File: src/rtl/conv_stream_ctrl.sv
// conv_stream_ctrl: AXI-Stream front/back end for a stall-gated convolution pipeline.
// Accepted input beats drive the pipeline. A tag shift register marks which pipeline
// slots hold real pixels, so results leave on m_axis with SOF (tuser) and EOF (tlast)
// marks. After a frame, zero beats flush the pipe, and a one-cycle reset then clears it.
//
// Build option: SOF_RESYNC_EN
//    defined   - in IDLE only a beat with s_axis_tuser=1 starts a frame; other beats are
//                accepted and dropped.
//    undefined - any accepted beat in IDLE starts a frame; s_axis_tuser is ignored.
//
// state  | meaning
// -------+-----------------------------------------------------------------
// IDLE   | waiting for the first beat of a frame
// RUN    | forwarding frame beats into the pipe, in_cnt = index of next beat
// FLUSH  | injecting zero beats until the last real result has left
// PRST   | one cycle of pipeline reset, then back to IDLE

module conv_stream_ctrl #(
    parameter int PIXELS_PER_BEAT = 16,
    parameter int IMAGE_DIM       = 512,
    parameter int DATA_WIDTH      = 8*PIXELS_PER_BEAT,
    parameter int PIPE_LATENCY    = 40
) (
    input  logic                  clk,
    input  logic                  aresetn,
    input  logic [DATA_WIDTH-1:0] s_axis_tdata,
    input  logic                  s_axis_tvalid,
    output logic                  s_axis_tready,
    input  logic                  s_axis_tuser,
    input  logic                  s_axis_tlast,
    output logic                  pipe_stall,
    output logic                  pipe_rst_n,
    output logic [DATA_WIDTH-1:0] pipe_in_frame,
    input  logic [DATA_WIDTH-1:0] pipe_out_frame,
    output logic [DATA_WIDTH-1:0] m_axis_tdata,
    output logic                  m_axis_tvalid,
    input  logic                  m_axis_tready,
    output logic                  m_axis_tuser,
    output logic                  m_axis_tlast,
    output logic                  err_tlast
);

    localparam int FRAME_BEATS = IMAGE_DIM*IMAGE_DIM/PIXELS_PER_BEAT;
    localparam int CNT_W       = (FRAME_BEATS > 1) ? $clog2(FRAME_BEATS) : 1;
    localparam int FL_W        = (PIPE_LATENCY > 1) ? $clog2(PIPE_LATENCY) : 1;
    localparam logic [CNT_W-1:0] LAST_BEAT  = CNT_W'(FRAME_BEATS-1);
    localparam logic [FL_W-1:0]  LAST_FLUSH = FL_W'(PIPE_LATENCY-1);

    typedef enum logic [1:0] {S_IDLE, S_RUN, S_FLUSH, S_PRST} state_t;

    state_t                  state, state_nxt;
    logic [PIPE_LATENCY-1:0] tag;
    logic [CNT_W-1:0]        in_cnt, in_cnt_nxt, out_cnt;
    logic [FL_W-1:0]         flush_cnt, flush_cnt_nxt;
    logic                    tag_last, out_ok, adv, tag_in, in_sel, out_en;
    logic                    s_ready, err_set, at_last, sof_ok, m_hs;

`ifdef SOF_RESYNC_EN
    assign sof_ok = s_axis_tuser;
`else
    logic unused_tuser;
    assign sof_ok       = 1'b1;
    assign unused_tuser = s_axis_tuser;
`endif

    assign tag_last = tag[PIPE_LATENCY-1];
    assign out_ok   = ~tag_last | m_axis_tready;
    // In IDLE in_cnt is always 0, so the same compare serves the first beat too.
    assign at_last  = (in_cnt == LAST_BEAT);

    // Next state, pipe advance and input acceptance.
    always_comb begin
        state_nxt     = state;
        in_cnt_nxt    = in_cnt;
        flush_cnt_nxt = flush_cnt;
        s_ready       = 1'b0;
        adv           = 1'b0;
        tag_in        = 1'b0;
        in_sel        = 1'b0;
        out_en        = 1'b0;
        err_set       = 1'b0;
        if (aresetn) begin
            case (state)
                S_IDLE, S_RUN: begin
                    s_ready = out_ok;
                    in_sel  = 1'b1;
                    // Output may only be offered when the pipe can move with it;
                    // otherwise a consumed result would be presented again.
                    out_en  = s_axis_tvalid;
                    if (s_axis_tvalid && out_ok && (sof_ok || state == S_RUN)) begin
                        adv     = 1'b1;
                        tag_in  = 1'b1;
                        err_set = s_axis_tlast ^ at_last;
                        if (at_last) begin
                            state_nxt     = S_FLUSH;
                            in_cnt_nxt    = '0;
                            flush_cnt_nxt = '0;
                        end else begin
                            state_nxt  = S_RUN;
                            in_cnt_nxt = in_cnt + CNT_W'(1);
                        end
                    end
                end
                S_FLUSH: begin
                    out_en = 1'b1;
                    adv    = out_ok;
                    if (out_ok) begin
                        flush_cnt_nxt = flush_cnt + FL_W'(1);
                        if (flush_cnt == LAST_FLUSH) state_nxt = S_PRST;
                    end
                end
                S_PRST:  state_nxt = S_IDLE;
                default: state_nxt = S_IDLE;
            endcase
        end
    end

    assign s_axis_tready = s_ready;
    assign pipe_stall    = ~adv;
    assign pipe_rst_n    = aresetn & (state != S_PRST);
    assign pipe_in_frame = in_sel ? s_axis_tdata : '0;
    assign m_axis_tdata  = pipe_out_frame;
    assign m_axis_tvalid = tag_last & out_en;
    assign m_axis_tuser  = m_axis_tvalid & (out_cnt == '0);
    assign m_axis_tlast  = m_axis_tvalid & (out_cnt == LAST_BEAT);
    assign m_hs          = m_axis_tvalid & m_axis_tready;

    // State, counters, tag shift register and sticky tlast error.
    always_ff @(posedge clk) begin
        if (!aresetn) begin
            state     <= S_IDLE;
            tag       <= '0;
            in_cnt    <= '0;
            out_cnt   <= '0;
            flush_cnt <= '0;
            err_tlast <= 1'b0;
        end else begin
            state     <= state_nxt;
            in_cnt    <= in_cnt_nxt;
            flush_cnt <= flush_cnt_nxt;
            if (adv) tag <= PIPE_LATENCY'({tag, tag_in});
            if (m_hs) out_cnt <= (out_cnt == LAST_BEAT) ? '0 : out_cnt + CNT_W'(1);
            if (err_set) err_tlast <= 1'b1;
        end
    end

endmodule

File: config.mk
export PLATFORM = sky130hd
export DESIGN_NAME = conv_stream_ctrl
export DESIGN_NICKNAME = d
export VERILOG_FILES = /design/src/rtl/conv_stream_ctrl.sv
export SDC_FILE = /design/constraint.sdc
export NUM_CORES = 1
export LEC_CHECK = 0
export CAP_MARGIN = 5
export CORE_AREA = 5 5 202 204
export DETAILED_ROUTE_END_ITERATION = 8
export DIE_AREA = 0 0 207 209
export PLACE_DENSITY = 0.41
export SLEW_MARGIN = 20
export SYNTH_ARGS = -nofsm -noshare
export SYNTH_HDL_FRONTEND = slang
export SYNTH_SLANG_ARGS = --single-unit
File: constraint.sdc
create_clock -name clk -period 1.81 [get_ports clk]
set_clock_uncertainty 0.1 [all_clocks]
set_input_delay 0.362 -clock clk [delete_from_list [all_inputs] [get_ports clk]]
set_output_delay 0.362 -clock clk [all_outputs]
set_load 0.05 [all_outputs]
==> results of run 1 <==
## layout make-up
| type | instances | area [um2] | area share [%] |
|---|---|---|---|
| Timing Repair Buffer | 364 | 5160 | 48.6 |
| Multi-Input combinational cell | 416 | 2900 | 27.3 |
| Sequential cell | 77 | 1560 | 14.7 |
| Tap cell | 525 | 657 | 6.18 |
| Clock buffer | 9 | 225 | 2.12 |
| Clock inverter | 7 | 80.1 | 0.753 |
| Inverter | 5 | 25.0 | 0.235 |
| Antenna cell | 7 | 17.5 | 0.165 |
## per-layer routing
| metal | GRT usage, % | share of wire (%) |
|---|---|---|
| met1 | 18.3 | 37 |
| met2 | 24.9 | 43 |
| met3 | 15.2 | 18 |
| met4 | 1.44 | 0.50 |
| met5 | 0 | 0.27 |
## power breakdown
group          internal (mW)  switching (mW)
Sequential              1.70         0.00867
Combinational           1.22            1.09
Clock                   1.09           0.775
Total                   4.01            1.87
## critical path: cells and delay by family, from the launching register on
family	cells	cell delay (ns)
and+or+nand+nor	3	0.95
DFF	1	0.32
buffers and inverters	1	0.14
## placed cells by master, fill, tap and decap left out, types with 3 or more instances in the layout
cell type,Yosys,final
dfxtp_1,77,65
clkbuf_16,0,10
nor2b_1,10,7
and2_1,134,4
nand2b_4,0,3
diode_2,0,7
a21oi_1,7,6
o31ai_1,3,3
and4_1,4,3
inv_1,4,3
buf_4,129,54
and2_4,0,130
nor2_1,25,24
nand3_1,55,51
clkdlybuf4s50_1,0,130
nand2_1,93,90
buf_6,0,15
buf_12,0,146
xnor2_1,5,5
nand4_1,10,10
nand3_2,0,3
buf_16,0,7
and3_1,4,4
xor2_1,18,18
o211ai_1,3,3
buf_8,0,9
dfxtp_2,0,10
nor3_1,3,3
## state kept, by name, indices dropped and copies added, names as in the netlist
signal     count
flush_cnt      6
state          2
tag           40
out_cnt       14
in_cnt        14
err_tlast      1
## path summary, 6_finish.rpt
check	to	start	cells after the start	slack [ns]
setup / recovery	m_axis_tuser	out_cnt[3]	4	-0.39
hold reg to reg	tag[7]	tag[6]	2	0.34
setup reg to reg	tag[0]	state[1]	9	0.07
hold / removal	tag[7]	tag[6]	2	0.34
## logic make-up after synthesis
kind of cell	synth area share, %
adders and majority gates	0.989
and+or+nand+nor	37.9
AOI/OAI and AO/OA	4.43
muxes	0.198
DFF	30.5
xor gates and xnor gates	3.98
buffers and inverters	22.1
## repair_timing
action / 4_1_cts / 5_1_grt
endpoints found under the hold margin: 0 / 0
pin swaps: 78 / 35
setup buffers: 19 / 10
gates cloned: 12 / 1
endpoints found under the setup margin: 174 / 196
gates resized for setup: 128 / 34
==> run summary, run 1 <==
WL final -> 37.8 mm
Post-route DRC -> 0
Max-Cap Viols -> 0
Top achievable clock speed -> 454 MHz
Vias in the first global route -> 5,336
Hold Crit Class -> reg2reg
DRT Pass-1 Iters -> 4
Tcrit/Tclk final -> 122%
Yosys warnings -> 0
# port buffers -> 267
Antenna viol nets, final -> 0
Tot Pwr -> 5.88 mW
Slew HR -> 78.0%
Slowest cell on the critical path -> or4_4
Initial Util -> 12.9%
GPL Wtd Cong -> 0.857
Mapped Cells -> 659
Clock period minus worst slack -> 2.20 ns
Worst path cell trace -> or4_4 -> nor4_2 -> and4_4 -> buf_12
Hold_buf cts -> 0
DP Cell Count -> 1,362
Design Area, Final -> 0.0106 mm2
CP Capture Type -> output port
Slew Limit Fails -> 0
I/O pin cnt -> 525
Seq/Total Area, Yosys -> 30.5%
Worst slew pin tran -> 0.330 ns
Final Hold Viols -> 0
Gr ovfl total -> 0
Clock buffer depth -> 2
# fillers -> 4,148
Status -> finished with violations
Total Nets Final -> 1,139
Unrepaired setup endpoints after global routing -> true
Die W -> 207 um
Largest net degree at the start of global routing -> 39
Syn Nets -> 925
Post-Syn Area -> 0.00506 mm2
VDD IR max -> 0.389 mV
Required @ worst endpoint -> 1.35 ns
GRT Overall Usage -> 16.6%
Post-synth top area cell -> dfxtp_1
CTS tree -> done
Most common cell in the netlist -> and2_1
FF+latch count, synth -> 77
Post-DP HPWL -> 33.2 mm
Commonest cells post-synth -> and2_1 (134), buf_4 (129), nand2_1 (93)
Rows -> 73
Async S/R FF share, synth -> 0%
Number of flops mapped to enable cells by yosys -> 0
Routed len/inst -> 26.8 um
Fin util -> 27.2%
Post-Place Setup Slack -> -0.485 ns
Finished Layout Cells -> 1,410
Ratio of cells with drive above 1 in the final layout -> 48.4%
Root Driver -> clkbuf_16
Cell Pwr Density -> 553 mW/mm2
Crit path max fanout -> 2
Dominant synthesized flop cell -> dfxtp_1
Crit Path Category -> reg2out
Post-synth cell types -> 45
Worst-path clk slew -> 0.07 ns
Final hold slack -> 0.335 ns
Critical path startpoint category -> flip-flop
Critical Path AT -> 1.74 ns
Vias after detailed routing -> 5,237
Static leakage power -> 4.46 nW
P&R area growth vs syn -> 110%
CTS buffer count -> 9
DRT iter0 DRCs -> 163
Initial antenna violation count -> 27
Via/cell ratio -> 3.71
Failing checks -> setup timing
Setup-violating endpoint count in the final report -> 133
Mean Syn Cell Area -> 7.68 um2
Die area -> 0.0433 mm2
H-Tree Depth -> 3
CP peak stage delay -> 0.53 ns
First-pass GRT wire length -> 49.4 mm
Largest cells by area after synthesis -> dfxtp_1 (30%), buf_4 (19%), and2_1 (17%)
Setup_tns -> -29.37 ns
Core area -> 0.0391 mm2
Die height -> 209 um
Placed inst area -> 0.00951 mm2
Clk_lat worst skew -> 0.33 ns
Worst setup margin -> -0.393 ns
CTS Sinks -> 77
Synth top area share -> 30.5%
Power figures use the tool's default switching activity.
==> run 2, diff against run 1 <==
CTS_CLUSTER_DIAMETER = 150   (was default)
==> results of run 2 <==
No change in the layout: final DEF, timing and power equal those of run 1.
==> run 3, diff against run 2 <==
SLEW_MARGIN = default   (was 20)
==> results of run 3 <==
No change in the layout: final DEF, timing and power equal those of run 1.
